--- src/rtl/rr_mux_select_sequencer_if.sv ---
// Select/handshake bundle between the round-robin sequencer and its users.
// The sequencer side (master) consumes requests and drives the mux select,
// the one-hot grant, valid and the round-robin pointer.
interface rr_mux_select_sequencer_if;
  logic [3:0] req;
  logic [1:0] S;
  logic [3:0] grant;
  logic       valid;
  logic [1:0] last_ch;

  modport master (input req, output S, output grant, output valid, output last_ch);
  modport slave  (output req, input S, input grant, input valid, input last_ch);
endinterface

--- src/rtl/rr_mux_select_sequencer.sv ---
// Round-robin select sequencer driving the 2-bit select of multiplexer_4x1.
// Each grant is bounded to MAX_HOLD valid cycles and followed by GAP_CYCLES
// dead cycles, during which S keeps the released channel so Y stays stable.
// Optional macro RR_MUX_STRICT_CH0_EN gives channel 0 strict priority and
// lets a ch0 request cut short any other channel's grant.
module rr_mux_select_sequencer #(
  parameter int MAX_HOLD   = 8,
  parameter int GAP_CYCLES = 1
) (
  input  logic                        clk,
  input  logic                        rst,
  rr_mux_select_sequencer_if.master   bus
);

  localparam int HW = $clog2(MAX_HOLD + 1);
  localparam logic [HW-1:0] MAX_HOLD_C = HW'(MAX_HOLD);
  localparam logic [3:0]    GAP_C      = 4'(GAP_CYCLES);

  typedef enum logic [1:0] {IDLE, GRANT, GAP} state_t;

  state_t        state_q, state_d;
  logic [1:0]    s_q, s_d;
  logic [3:0]    grant_q, grant_d;
  logic          valid_q, valid_d;
  logic [1:0]    last_q, last_d;
  logic [HW-1:0] hold_q, hold_d;
  logic [3:0]    gap_q, gap_d;

  logic          arb_found;
  logic [1:0]    arb_winner;
  logic          release_now;

  // Returns {found, winner}: first requester after the last released channel.
  function automatic logic [2:0] arbitrate(input logic [3:0] r, input logic [1:0] last);
    logic [2:0] res;
    logic [1:0] idx;
    res = 3'b000;
    for (int i = 1; i <= 4; i++) begin
      idx = last + 2'(i);
      if (!res[2] && r[idx]) res = {1'b1, idx};
    end
`ifdef RR_MUX_STRICT_CH0_EN
    if (r[0]) res = 3'b100;
`endif
    return res;
  endfunction

  // Winner of the current request vector, used in IDLE and on the last gap cycle.
  always_comb begin
    {arb_found, arb_winner} = arbitrate(bus.req, last_q);
  end

  // Release condition for the channel currently holding the mux.
  always_comb begin
    release_now = !bus.req[s_q] || (hold_q == MAX_HOLD_C);
`ifdef RR_MUX_STRICT_CH0_EN
    if (s_q != 2'd0 && bus.req[0]) release_now = 1'b1;
`endif
  end

  // Next-state and next-output computation for the IDLE/GRANT/GAP sequencer.
  always_comb begin
    state_d = state_q;
    s_d     = s_q;
    grant_d = grant_q;
    valid_d = valid_q;
    last_d  = last_q;
    hold_d  = hold_q;
    gap_d   = gap_q;
    case (state_q)
      IDLE: begin
        if (arb_found) begin
          state_d = GRANT;
          s_d     = arb_winner;
          grant_d = 4'b0001 << arb_winner;
          valid_d = 1'b1;
          hold_d  = HW'(1);
        end
      end
      GRANT: begin
        if (release_now) begin
          state_d = GAP;
          valid_d = 1'b0;
          grant_d = 4'b0000;
          last_d  = s_q;
          gap_d   = 4'd1;
        end else begin
          hold_d = hold_q + HW'(1);
        end
      end
      GAP: begin
        if (gap_q == GAP_C) begin
          if (arb_found) begin
            state_d = GRANT;
            s_d     = arb_winner;
            grant_d = 4'b0001 << arb_winner;
            valid_d = 1'b1;
            hold_d  = HW'(1);
          end else begin
            state_d = IDLE;
          end
        end else begin
          gap_d = gap_q + 4'd1;
        end
      end
      default: begin
        state_d = IDLE;
        valid_d = 1'b0;
        grant_d = 4'b0000;
      end
    endcase
  end

  // State and registered outputs; reset points last_ch at ch3 so ch0 goes first.
  always_ff @(posedge clk) begin
    if (rst) begin
      state_q <= IDLE;
      s_q     <= 2'b00;
      grant_q <= 4'b0000;
      valid_q <= 1'b0;
      last_q  <= 2'b11;
      hold_q  <= '0;
      gap_q   <= 4'd0;
    end else begin
      state_q <= state_d;
      s_q     <= s_d;
      grant_q <= grant_d;
      valid_q <= valid_d;
      last_q  <= last_d;
      hold_q  <= hold_d;
      gap_q   <= gap_d;
    end
  end

  assign bus.S       = s_q;
  assign bus.grant   = grant_q;
  assign bus.valid   = valid_q;
  assign bus.last_ch = last_q;

endmodule
--- src/flat_wrapper.sv ---
// flat-port wrapper written by rule: the top's interface ports become plain ports
module rr_mux_select_sequencer_flat 
#(
  parameter int MAX_HOLD   = 8,
  parameter int GAP_CYCLES = 1
)
  (clk, rst, bus_req, bus_S, bus_grant, bus_valid, bus_last_ch);
  rr_mux_select_sequencer_if bus_i ();
  input  logic clk;
  input  logic rst;
  input wire logic [$bits(bus_i.req)-1:0] bus_req;
  output wire logic [$bits(bus_i.S)-1:0] bus_S;
  output wire logic [$bits(bus_i.grant)-1:0] bus_grant;
  output wire logic [$bits(bus_i.valid)-1:0] bus_valid;
  output wire logic [$bits(bus_i.last_ch)-1:0] bus_last_ch;
  assign bus_i.req = bus_req;
  assign bus_S = bus_i.S;
  assign bus_grant = bus_i.grant;
  assign bus_valid = bus_i.valid;
  assign bus_last_ch = bus_i.last_ch;
  rr_mux_select_sequencer #(.MAX_HOLD(MAX_HOLD), .GAP_CYCLES(GAP_CYCLES)) u_core (.clk(clk), .rst(rst), .bus(bus_i));
endmodule
--- config.mk ---
export PLATFORM = sky130hd
export DESIGN_NAME = rr_mux_select_sequencer_flat
export DESIGN_NICKNAME = d
export VERILOG_FILES = /design/src/rtl/rr_mux_select_sequencer_if.sv /design/src/rtl/rr_mux_select_sequencer.sv /design/src/flat_wrapper.sv
export SDC_FILE = /design/constraint.sdc
export NUM_CORES = 1
export LEC_CHECK = 0
export CAP_MARGIN = 30
export CORE_ASPECT_RATIO = 0.9
export CORE_UTILIZATION = 49
export CTS_BUF_LIST = sky130_fd_sc_hd__clkbuf_4 sky130_fd_sc_hd__clkbuf_8
export CTS_CLUSTER_SIZE = 30
export DETAILED_ROUTE_END_ITERATION = 8
export PLACE_DENSITY = 0.79
export SETUP_SLACK_MARGIN = 0.05
export SYNTH_ARGS = -nofsm -noshare
export SYNTH_HDL_FRONTEND = slang
export SYNTH_SLANG_ARGS = --single-unit
--- constraint.sdc ---
create_clock -name clk -period 1.63 [get_ports clk]
set_input_delay 0.326 -clock clk [delete_from_list [all_inputs] [get_ports clk]]
set_output_delay 0.326 -clock clk [all_outputs]
set_load 0.005 [all_outputs]
# After elaboration in Yosys (flattened, before gate mapping)
# Cells that the tools add are included.
# totals
regBits	19
wordCells	82
# op_classes
add_sub_neg	5
magnitude_cmp	5
eq_ne	9
shifts	1
n_mux	37
n_reduce_logical	18
# op_table
operator	n
$mux W4	8
$pmux W4 S3	2
$lt A2 B3 Y1 const B	5
$mux W3	4
$bmux W1 S2	5
$mux W2	5
$mux W1	9
$reduce_and A3 Y1	3
$add A4 B1 Y4 const B	2
$pmux W4 S2	1
$ne A2 B1 Y1 const B	3
$pmux W2 S3	1
$reduce_and A2 Y1	3
$add A2 B2 Y2 const B	2
$eq A4 B1 Y1 const B	1
$eq A4 B4 Y1 const B	1
$logic_not A1 Y1	4
$ne A2 B2 Y1 const B	2
$pmux W2 S2	1
$reduce_bool A2 Y1	2
$shl A1 B2 Y4 const A	1
$logic_and A1 B1 Y1	3
$pmux W1 S3	1
$reduce_bool A3 Y1	1
5 further kinds	5

# Logic depth before layout (Yosys ltp)
# logic_depth
ltp_word	17
ltp_mapped	7
ltp_nobuf	6

# Worst setup path before layout
# OpenSTA, ideal clock, no wires.
# synth_path
path_kind	register to register
from	reg u_core.gap_q[0]
to	reg u_core.grant_q[1] (netlist: u_core.bus.grant[1])
setup_time_ps	92
t_arrival_ps	1667
setup_slack_ps	-129
path_stages_with_launch	7
n_path_buf	1
synth_period_minus_slack_ps	1759
cell_sequence	dfxtp_1 ha_1 or3b_1 buf_6 a211o_1 a21o_1 o32ai_1
# synth_between
elab_chain_cells	3
# synth_lines
item	line	rtl
from (decl)	rr_mux_select_sequencer.sv:27	logic [3:0] gap_q, gap_d;
from (signal assigned)	rr_mux_select_sequencer.sv:131	gap_q <= gap_d;
$eq A4 B1 Y1	rr_mux_select_sequencer.sv:92	if (gap_q == GAP_C) begin
$ne A2 B1 Y1 (no line)	--	
$reduce_and A2 Y1 (no line)	--	
to (signal assigned)	rr_mux_select_sequencer.sv:127	grant_q <= grant_d;
to (decl)	rr_mux_select_sequencer.sv:23	logic [3:0] grant_q, grant_d;
# No other way between the ends.
# A chain may end at the register's enable or synchronous reset.

# Final worst setup path
# layout_path
from	reg u_core.gap_q[1]
to	reg u_core.grant_q[0] (netlist: u_core.bus.grant[0])
# The elaborated chain is that of the path after synthesis.

==> summary.txt <==
Status
  • Status: finished, violations left
  • Failing checks: setup timing

Place
  • Port-buffer cells: 14
  • HPWL after DPL: 1840 µm
  • Placement Setup Slack: -0.400 ns
  • Placer Congestion: 0.924
  • Placement Cell Area: 1280 µm²

Clock network
  • Clk sinks: 19
  • CTS tree: yes
  • Clock Path Buffers: 2
  • H-tree depth: 1
  • Clock slew at reported path FFs: 0.12 ns
  • Root Driver: clkbuf_4
  • CTS buffer count: 3
  • Clk Latency, worst-skew pair: 0.31 ns

Worst setup path
  • CP cell instances: inv_2 > ha_1 > or3b_4 > a211o_1 > a21o_1 > o32ai_2
  • Bufs and invs on worst path: 1
  • Req. time, crit path: 1.86 ns
  • Critical path class: register to register
  • Crit start category: register
  • Critical path's largest stage delay: 0.41 ns
  • Critical Path Sink Type: register
  • Delay-heaviest family, CP: compound AO/OA/AOI/OAI gates
  • Crit path max fanout: 3
  • Highest-delay cell along the critical path: or3b_4
  • Arrival @ worst endpoint: 1.96 ns

Final layout
  • Multi-input gate area: 657 µm²
  • Fraction of layout cells with a size suffix above 1: 0.408
  • Area Growth Syn to Fin: 47.9%
  • Flip-flop and latch area: 392 µm²
  • Ant diodes: 0
  • Core Util, Final: 0.812
  • Final instance area: 1440 µm²
  • Nets@finish: 153
  • Fillers: 110

Synthesis
  • Syn_nets: 115
  • Synth Warn #: 0
  • Netlist cell types: 34
  • Syn Area/Cell: 9.25 µm²
  • Synth Register Bits: 19
  • Seq/Total Area, Yosys: 0.392
  • Syn Std Cell Area: 971 µm²
  • Cells after Synth: 105

GRT
  • Grt total ovfl: 0
  • Largest net degree at the start of global routing: 16
  • Global-route wire length before repair: 4020 µm
  • Gr usage total: 0.258
  • Vias in the first global route: 881
  • Initial antenna violation count: 0

Floorplan
  • Starting Density: 0.549
  • Core Area: 1770 µm²
  • Die X-Extent: 48.9 µm
  • Rows: 14
  • Die area: 2160 µm²
  • Boundary pin count: 15
  • Die Span Y: 44.2 µm

STA
  • Setup_tns: -0.319 ns
  • Hold Fails Final Rpt: 0
  • Maximum clock frequency: 0.578 GHz
  • Slew HR: 0.672
  • Slew Limit Fails: 0
  • Worst Skew: 0.00569 ns
  • Final setup violation count: 5
  • Setup ws final: -0.100 ns
  • Fin crit share: 1.06
  • Worst slew pin tran: 0.491 ns
  • RSZ-0062 raised after global routing: true
  • Hold Slack: 0.500 ns
  • Min Tclk post-route: 1.73 ns

Drt
  • Initial DRC count: 21
  • Via count: 991
  • Remaining antenna violation count: 0
  • Drt via density: 5.97
  • WL final: 2850 µm
  • Residual DRC count: 0
  • Wire per inst: 17.2 µm
  • Initial DRT Pass Iterations: 4

Pwr
  • Leakage power: 0.000567 µW
  • Pwr/cell area: 938 nW/µm²
  • VDD IR max: 696 µV

Job
  • Max Cap Viol: 0

Min path
  • Hold/Removal Path Class: register to register
placed cells by master, fill, tap and decap left out, drive strengths merged, types with 3 or more instances in the layout:
cell type,count
a211oi,4
a21oi,10
buf,23
clkbuf,3
clkdlybuf4s50,8
dfxtp,19
dlygate4sd2,5
ha,4
inv,4
nand2,3
nand2b,7
nand3,5
nor2,5
nor3,8
o32ai,5
xor2,4
stage by stage:
stage                     std cells  total power, µW
after detailed placement        158             1000
after global routing            166             1410
final                           166             1350
after floorplan                 105              796
after CTS                       163             1290
after global placement          158              987
layout make-up:
| type | count | share of cell area |
|---|---|---|
| tap | 24 | 0.0209 |
| clock inverter | 1 | 0.00523 |
| sequential | 19 | 0.273 |
| timing repair buffer | 37 | 0.218 |
| multi-input combinational | 78 | 0.457 |
| inverter | 4 | 0.0105 |
| clock buffer | 3 | 0.0157 |
power by group:
group          internal, µW  total [µW]  switching, µW  leakage, µW
Sequential              520         572           52.4     0.000157
Clock                  93.8         255            162    0.0000139
Combinational           273         519            246     0.000397
Total                   887        1350            460     0.000567
Yosys cell counts:
master,instances,area [µm²]
a211o_1,2,17.5
a211oi_1,3,22.5
a211oi_4,1,20.0
a21boi_2,1,11.3
a21o_1,1,7.51
a21oi_1,10,50.1
a311oi_1,1,8.76
and3_1,1,6.26
and4b_1,1,10.0
buf_6,1,11.3
clkbuf_1,3,11.3
dfxtp_1,19,380
ha_1,4,50.1
inv_1,4,15.0
mux4_2,1,22.5
nand2_1,3,11.3
nand2b_1,7,43.8
nand3_1,5,25.0
nand3b_1,2,15.0
nand4_1,2,12.5
nand4b_1,1,8.76
nor2_1,5,18.8
nor2b_1,2,12.5
nor3_1,8,40.0
nor3b_1,1,7.51
nor4_1,1,6.26
o211ai_1,1,7.51
o21a_1,1,7.51
o21ai_0,1,5.00
o21bai_1,1,7.51
o22a_2,1,10.0
o32ai_1,5,43.8
or3b_1,1,8.76
xor2_1,4,35.0
worst reg2reg max path, cell delays in order, from the launching register on:
cell and delay [ns]:
dfxtp_2 0.34, inv_2 0.04, ha_1 0.13, or3b_4 0.41, a211o_1 0.30, a21o_1 0.21, o32ai_2 0.22
kinds of logic after synthesis:
logic type	synth area share
DFF	0.392
and+or+nand+nor	0.233
xor gates and xnor gates	0.0361
muxes	0.0232
AOI/OAI and AO/OA	0.226
adders and majority gates	0.0515
buffers and inverters	0.0387
final timing paths:
kind,startpoint,endpoint,slack [ns],cells past startpoint
worst min-delay path,u_core.hold_q[0],u_core.hold_q[0],0.50,1
worst max-delay path,u_core.gap_q[1],u_core.bus.grant[0],-0.10,6
worst max register to register,u_core.gap_q[1],u_core.bus.grant[0],-0.10,6
worst min register to register,u_core.hold_q[0],u_core.hold_q[0],0.50,1
metal layers:
metal  share of wire  up-vias  wire length [µm]  global-route usage
li1                -      467                 -                   -
met5               0        -                 0                   0
met4           0.025        0                71               0.141
met3           0.052       10               147              0.0790
met1            0.43      484              1220               0.297
met2            0.50       30              1410               0.436
repair_timing:
item / CTS / global route
resized for setup: 18 / 14
pin swaps: 6 / 7
endpoints found under the setup margin: 19 / 19
hold buffers: 0 / 0
buffers inserted: 1 / 3
sequential cells by signal, indices dropped and copies added, names as in the netlist:
signal              cells
u_core.bus.S            2
u_core.bus.grant        4
u_core.bus.last_ch      2
u_core.bus.valid        1
u_core.gap_q            4
u_core.hold_q           4
u_core.state_q          2
No activity file was read; power rests on OpenSTA's default activity.
